===== src/rtl/cv32e40p_core_v_xif_pkg.sv =====
// Shared CORE-V-X interface types.
// x_wb_entry_t holds one queued coprocessor result waiting for the EX-stage write port.
package cv32e40p_core_v_xif_pkg;

   typedef struct packed {
      logic [3:0]  id;
      logic [4:0]  rd;
      logic [31:0] data;
   } x_wb_entry_t;

endpackage


===== src/rtl/cv32e40p_x_wb_fifo.sv =====
// Small circular FIFO of x_wb_entry_t used to park coprocessor results.
// Pushes while full and pops while empty are ignored.
module cv32e40p_x_wb_fifo
   import cv32e40p_core_v_xif_pkg::*;
#(
   parameter int unsigned DEPTH = 2,
   localparam int unsigned PTR_W = (DEPTH > 1) ? $clog2(DEPTH) : 1,
   localparam int unsigned CNT_W = $clog2(DEPTH + 1)
) (
   input  logic             clk,
   input  logic             rst_n,
   input  logic             push_i,
   input  logic             pop_i,
   input  x_wb_entry_t      data_i,
   output x_wb_entry_t      data_o,
   output logic             full_o,
   output logic             empty_o,
   output logic [CNT_W-1:0] count_o
);

   x_wb_entry_t      mem_q [DEPTH];
   x_wb_entry_t      mem_d [DEPTH];
   logic [PTR_W-1:0] wr_ptr_q, wr_ptr_d;
   logic [PTR_W-1:0] rd_ptr_q, rd_ptr_d;
   logic [CNT_W-1:0] count_q, count_d;
   logic             push_ok, pop_ok;

   function automatic logic [PTR_W-1:0] ptr_inc(input logic [PTR_W-1:0] p);
      return (p == PTR_W'(DEPTH - 1)) ? '0 : p + 1'b1;
   endfunction

   assign full_o  = (count_q == CNT_W'(DEPTH));
   assign empty_o = (count_q == '0);
   assign count_o = count_q;
   assign data_o  = mem_q[rd_ptr_q];

   assign push_ok = push_i & ~full_o;
   assign pop_ok  = pop_i & ~empty_o;

   always_comb begin
      mem_d    = mem_q;
      wr_ptr_d = wr_ptr_q;
      rd_ptr_d = rd_ptr_q;
      count_d  = count_q;
      if (push_ok) begin
         mem_d[wr_ptr_q] = data_i;
         wr_ptr_d        = ptr_inc(wr_ptr_q);
      end
      if (pop_ok) begin
         rd_ptr_d = ptr_inc(rd_ptr_q);
      end
      case ({push_ok, pop_ok})
         2'b10:   count_d = count_q + 1'b1;
         2'b01:   count_d = count_q - 1'b1;
         default: count_d = count_q;
      endcase
   end

   always_ff @(posedge clk or negedge rst_n) begin
      if (!rst_n) begin
         mem_q    <= '{default: '0};
         wr_ptr_q <= '0;
         rd_ptr_q <= '0;
         count_q  <= '0;
      end else begin
         mem_q    <= mem_d;
         wr_ptr_q <= wr_ptr_d;
         rd_ptr_q <= rd_ptr_d;
         count_q  <= count_d;
      end
   end

endmodule


===== src/rtl/cv32e40p_x_wb_arbiter.sv =====
// EX-stage write-port arbiter between core writebacks and CORE-V-X results.
// Queued X results may lose to the core at most MAX_WAIT times before stalling EX.
module cv32e40p_x_wb_arbiter
   import cv32e40p_core_v_xif_pkg::*;
#(
   parameter int unsigned DEPTH    = 2,
   parameter int unsigned MAX_WAIT = 3
) (
   input  logic        clk,
   input  logic        rst_n,
   input  logic        x_result_valid_i,
   output logic        x_result_ready_o,
   input  logic [3:0]  x_result_id_i,
   input  logic [4:0]  x_result_rd_i,
   input  logic        x_result_we_i,
   input  logic [31:0] x_result_data_i,
   input  logic        ex_we_i,
   input  logic [5:0]  ex_waddr_i,
   input  logic [31:0] ex_wdata_i,
   output logic        rf_we_o,
   output logic [5:0]  rf_waddr_o,
   output logic [31:0] rf_wdata_o,
   output logic        ex_stall_o,
   output logic        x_wb_done_o,
   output logic [3:0]  x_wb_id_o,
   output logic        x_pending_o
);

   localparam int unsigned WAIT_W = (MAX_WAIT > 0) ? $clog2(MAX_WAIT + 1) : 1;
   localparam int unsigned CNT_W  = $clog2(DEPTH + 1);
   localparam logic [WAIT_W-1:0] MAX_WAIT_W = WAIT_W'(MAX_WAIT);

   x_wb_entry_t       head, incoming, cand;
   logic              fifo_full, fifo_empty;
   logic [CNT_W-1:0]  fifo_count;
   logic              fire, writeable, cand_valid, x_wins, bypass_wr;
   logic              push, pop;
   logic [WAIT_W-1:0] wait_q, wait_d;

   assign incoming = '{id: x_result_id_i, rd: x_result_rd_i, data: x_result_data_i};

   assign x_result_ready_o = ~fifo_full;
   assign x_pending_o      = (fifo_count != '0);

   assign fire      = x_result_valid_i & x_result_ready_o;
   assign writeable = x_result_we_i & (x_result_rd_i != 5'd0);

   // The FIFO head always has precedence so X results retire in acceptance order.
   assign cand_valid = ~fifo_empty | (fire & writeable);
   assign cand       = fifo_empty ? incoming : head;

   // wait_q never exceeds MAX_WAIT, so equality is the starvation trigger.
   assign x_wins    = cand_valid & (~ex_we_i | (wait_q == MAX_WAIT_W));
   assign bypass_wr = x_wins & fifo_empty;
   assign pop       = x_wins & ~fifo_empty;
   assign push      = fire & writeable & ~bypass_wr;

   always_comb begin
      wait_d = '0;
      if (cand_valid && !x_wins) begin
         wait_d = wait_q + 1'b1;
      end
   end

   always_comb begin
      rf_we_o     = ex_we_i;
      rf_waddr_o  = ex_waddr_i;
      rf_wdata_o  = ex_wdata_i;
      ex_stall_o  = 1'b0;
      x_wb_done_o = 1'b0;
      x_wb_id_o   = '0;
      if (x_wins) begin
         rf_we_o     = 1'b1;
         rf_waddr_o  = {1'b0, cand.rd};
         rf_wdata_o  = cand.data;
         ex_stall_o  = ex_we_i;
         x_wb_done_o = 1'b1;
         x_wb_id_o   = cand.id;
      end
   end

   always_ff @(posedge clk or negedge rst_n) begin
      if (!rst_n) begin
         wait_q <= '0;
      end else begin
         wait_q <= wait_d;
      end
   end

   cv32e40p_x_wb_fifo #(
      .DEPTH (DEPTH)
   ) u_fifo (
      .clk     (clk),
      .rst_n   (rst_n),
      .push_i  (push),
      .pop_i   (pop),
      .data_i  (incoming),
      .data_o  (head),
      .full_o  (fifo_full),
      .empty_o (fifo_empty),
      .count_o (fifo_count)
   );

endmodule

===== config.mk =====
export PLATFORM = sky130hd
export DESIGN_NAME = cv32e40p_x_wb_arbiter
export DESIGN_NICKNAME = d
export VERILOG_FILES = /design/src/rtl/cv32e40p_core_v_xif_pkg.sv /design/src/rtl/cv32e40p_x_wb_fifo.sv /design/src/rtl/cv32e40p_x_wb_arbiter.sv
export SDC_FILE = /design/constraint.sdc
export NUM_CORES = 1
export LEC_CHECK = 0
export CORE_MARGIN = 2
export CORE_UTILIZATION = 40
export DETAILED_ROUTE_END_ITERATION = 8
export DONT_BUFFER_PORTS = 1
export GPL_TIMING_DRIVEN = 0
export PLACE_DENSITY = 0.51
export SETUP_SLACK_MARGIN = 0.15
export SYNTH_ARGS = -nofsm -noshare
export SYNTH_HDL_FRONTEND = slang
export SYNTH_SLANG_ARGS = --single-unit

===== constraint.sdc =====
create_clock -name clk -period 6 [get_ports clk]
set_input_delay 0.9 -clock clk [delete_from_list [all_inputs] [get_ports clk]]
set_output_delay 0.9 -clock clk [all_outputs]
set_load 0.005 [all_outputs]

# Yosys cells after proc, flatten, opt, wreduce, memory -nomap -nowiden
# Index checks and enable logic that the tools add are counted.
# classes
n_bitwise	17
n_mux	17
addsub	5
n_eq_ne	4
n_reduce_logical	7
n_lt_le_gt_ge	3
# op_table
cell	n
2-to-1 mux 41 bit	5
bitwise mux 82 bit	1
demux 41 bit (select 1 bit)	1
2-to-1 mux 32 bit	1
AND 1 bit	9
== test 2 bit (second input constant)	3
2-to-1 mux 6 bit	1
2-to-1 mux 1 bit	5
nonzero test 5 bit	1
adder 2 x 1 -> 2 bit (second input constant)	2
>= comparator 2 bit (second input constant)	2
2-to-1 mux 4 bit	1
NOT 1 bit	4
NOT 1 -> 2 bit	2
case mux 2 bit (2 select lines)	1
nonzero test 2 bit	2
adder 1 bit (second input constant)	2
== test 2 x 1 -> 1 bit (second input constant)	1
logical AND 1 bit	2
logical NOT 2 bit	1
< comparator 2 x 1 -> 1 bit (second input constant)	1
2-to-1 mux 2 bit	1
bitwise OR 1 bit	2
subtractor 2 x 1 -> 2 bit (second input constant)	1
logical NOT 1 bit	1
# totals
ff_bits	88
out_inout_bits	47
word_cells	63

# Longest topological paths before layout
# logic_depth
depth_word	12
depth_mapped	9
ltp_nobuf	8

# Hierarchy
# A second synthesis with hierarchy kept.
# unflattened
hier_cells	354
hier_area_um2	4913.5
# modules_own_cells
mod	seq_area_each_um2	cells_per_inst	instances	area_per_inst_um2
cv32e40p_x_wb_fifo	2152.1	237	1	3756.1
cv32e40p_x_wb_arbiter	50.0	117	1	1157.4

# Least setup slack after synthesis
# No wires, ideal clock.
# synth_path
path_type	input-to-output
startpoint	input port x_result_rd_i[0]
endpoint	output port rf_wdata_o[0]
arrival_ns	2.257
required_ns	5.100
stages	6
path_slack_ns	2.843
cell_sequence	or3_1 -> o2111a_2 -> nor2b_1 -> clkbuf_1 -> buf_2 -> a221o_1
# synth_via
elab_chain_cells	6
# synth_rtl
item	line_no	text
start, declared	cv32e40p_x_wb_arbiter.sv:14	input logic [4:0] x_result_rd_i,
nonzero test 5 bit	cv32e40p_x_wb_arbiter.sv:46	assign writeable = x_result_we_i & (x_result_rd_i != 5'd0);
AND 1 bit	cv32e40p_x_wb_arbiter.sv:46	
AND 1 bit	cv32e40p_x_wb_arbiter.sv:49	assign cand_valid = ~fifo_empty | (fire & writeable);
bitwise OR 1 bit	cv32e40p_x_wb_arbiter.sv:49	
AND 1 bit	cv32e40p_x_wb_arbiter.sv:53	assign x_wins = cand_valid & (~ex_we_i | (wait_q == MAX_WAIT_W));
2-to-1 mux 32 bit	cv32e40p_x_wb_arbiter.sv:72	if (x_wins) begin
end, declared	cv32e40p_x_wb_arbiter.sv:22	output logic [31:0] rf_wdata_o,
# Every way passes these cells.

# Worst setup path in the final report
# layout_path
startpoint	input port x_result_rd_i[0]
endpoint	output port rf_wdata_o[8]
# Same word-level chain as after synthesis.

==> results.md <==
* Initial antenna violation count at 0
* Via density per instance at 5.58
* Yosys top cell by area: dfrtp_1
* Number of global-route vias before repair at 3028
* IO Count at approximately 130
* Initial drt markers at 111
* FP Rows at 39
* Clk slew on worst S/H paths at around 50 ps
* Share of layout cells above drive strength 1 at between 30% and 40%
* RSZ-0062 raised after global routing: no
* GRT Resource Usage Total at roughly 18%
* Yosys reg bits at 88
* Setup Buffers After CTS at 0
* Post-CTS Hold Buffers at 0
* Critical path class: in -> out
* Cell Area, Synth at between 0.004 and 0.005 mm2
* Setup TNS at 0 ps
* Synth top area share at approximately 48%
* Core area at 0.0114 mm2
* Min Tclk post-route at approximately 3300 ps
* Hold Crit Class: in -> async
* Status: complete, no violations
* Max Cap Viol at 0
* Inserted Clock Buffers at 9
* Reg power frac at 39.3%
* CTS root buf: clkbuf_16
* Setup Skew at slightly below 4 ps
* Nets@finish at ~440
* Cell area after layout at between 0.005 and 0.006 mm2
* Top post-synthesis cells by count: 88 x dfrtp_1, 42 x mux2_2, 41 x mux2i_1
* Syn nets at roughly 430
* Grt total ovfl at 0
* Post-synthesis area per instance at between 10 and 15 um2
* Gpl congestion at just over 0.7
* Critical Path AT at ~2400 ps
* CTS-repair resized insts at 0
* Period utilisation layout at approximately 56%
* Max Root-Sink Buffers at 2
* Die ar. at approximately 0.012 mm2
* Synth Warn # at 0
* First-pass GRT wire length at about 17000 um
* Met1 wire length at just over 5000 um
* Comb pwr share at a little over two fifths
* Met2 wire length at approximately 4500 um
* Sw frac at 31.8%
* Number of port buffers at 0
* Total Power at roughly 2.7 mW
* Psw at between 800 and 900 uW
* Max-slew headroom at 45.7%
* Vias at between 2000 and 3000
* Max-slew violations at 0
* Internal cell power at around 1.8 mW
* Critical path peak fanout at 10
* Peak VDD IR at 192 uV
* Synth unique cells at 30
* Seq/Total Area, Yosys at 47.6%
* Post-Route WL at 10300 um
* PD cells at 530 mW/mm2
* Die Height at around 110 um
* Worst EP required at around 5100 ps
* Final Hold Violating Endpoints at 0
* CTS tree: built
* Post-Syn Instances at roughly 350
* Leakage at around 2.2 nW
* Remaining routing DRC violations at 0
* FMAX at about 0.3 GHz
* DR pass1 iterations at 4
* Detailed-route wire length per cell at slightly above 20 um
* Largest net degree at the start of global routing at 89
* EDFF count, synth at 0
* DP HPWL at around 6900 um
* Critical Path End Type: primary output
* Element type at the critical path start: input port
* Dominant cells by area after synthesis: dfrtp_1 48%, mux2_4 13%, mux2_2 10%, mux2i_1 8.9%, a221o_1 7.8%
* Post-route ant nets at 0
* Clk network pwr share at between 10% and 20%
* Met3 routed WL at 479 um
* Max layer used: met4
* Placed cell area at ~0.0048 mm2
* Asr flop ratio synth at between 90% and 100%
* Clock Latency Late Sink at about 330 ps
* Antenna cells at 0
* # H-tree levels at 3
* Area grow syn2layout at 8.73%
* Clock Sinks at between 80 and 90
* Setup violators final at 0
* Slew of the pin with the lowest slew margin at 815 ps
* Most common flop cell mapped by yosys: dfrtp_1
* Initial core utilization at about two fifths
* Die boundary width at around 110 um
* Most common cell in the netlist: dfrtp_1
==> flip-flops by register name, indices dropped and copies added, names as in the netlist <==
register,flops
u_fifo.count_o,2
u_fifo.mem_q,82
u_fifo.rd_ptr_q,1
u_fifo.wr_ptr_q,1
wait_q,2
==> worst paths after layout <==
path                       depth (start not counted)  slack [ps]                       endpoint                     startpoint
max                                                6        2660                  rf_wdata_o[8]               x_result_rd_i[0]
min                                                0         260   u_fifo.mem_q[67]$_DFFE_PN0P_                          rst_n
max reg2reg                                        8        3650  u_fifo.count_o[1]$_DFFE_PN0P_  u_fifo.count_o[0]$_DFFE_PN0P_
min reg2reg                                        1         450            wait_q[0]$_DFF_PN0_            wait_q[0]$_DFF_PN0_
max in group asynchronous                          0        5560   u_fifo.mem_q[44]$_DFFE_PN0P_                          rst_n
min in group clk                                   1         450            wait_q[0]$_DFF_PN0_            wait_q[0]$_DFF_PN0_
==> worst max-delay path: stages <==
cell,delay (ps)
or3_1,360
o2111a_2,310
nor2b_1,140
clkbuf_1,160
buf_2,230
a221o_1,340
==> layer usage <==
layer | vias to the layer above | GRT usage (%)
met1 | 1389 | 24.6
met4 | 0 | 8.31
met5 | - | 0
met2 | 83 | 25.7
met3 | 14 | 3.97
li1 | 1298 | -
==> per-stage QoR <==
stage	std cells	util (%)	hold WS, ps	setup WS (ps)
2_1_floorplan	347	-	419	2840
3_3_place_gp	490	42.3	433	2610
3_5_place_dp	490	42.3	443	2640
4_1_cts	499	44.3	240	2640
5_1_grt	499	44.3	238	2540
6_report	499	44.3	262	2660
==> power by group through the flow <==
stage / clock, mW / combinational, mW / sequential [mW]
2_1_floorplan: 0 / 0.987 / 1.01
3_3_place_gp: 0 / 1.15 / 1.04
3_5_place_dp: 0 / 1.17 / 1.05
4_1_cts: 0.489 / 1.18 / 1.05
5_1_grt: 0.517 / 1.27 / 1.09
6_report: 0.469 / 1.15 / 1.05
==> layout by cell type, fill, tap and decap left out, types with 2 or more instances in the layout <==
cell        n
ha_1        2
buf_1       3
mux2_2     42
buf_2      11
nand2_1     3
dfrtp_1    88
nor2_1     40
a221o_1    36
xnor2_1     4
mux2i_1    41
buf_12      4
mux2_4     40
buf_6       2
nand2b_1    3
inv_1       3
clkbuf_1    8
o2bb2ai_1   4
clkbuf_16   9
==> cell type report <==
| class | instances | area, um2 |
|---|---|---|
| sequential | 88 | 2200 |
| clock buffer | 9 | 225 |
| multi-input combinational | 228 | 2210 |
| buffer | 28 | 199 |
| inverter | 3 | 11.3 |
| tap | 143 | 179 |
| fill | 1045 | 6340 |
==> cells by family (layout without fill, tap and decap cells) <==
family,Yosys count,in the layout,share of synthesized area (%)
multiplexers,123,123,32.1
AND/OR/NAND/NOR,55,55,5.14
flip-flops,88,88,47.6
adder cells (fa/ha/maj),2,2,0.541
buffers and inverters,31,40,4.54
AO/OA/AOI/OAI,43,43,9.17
XOR/XNOR,5,5,0.946
(Power assumes the default switching activity.)
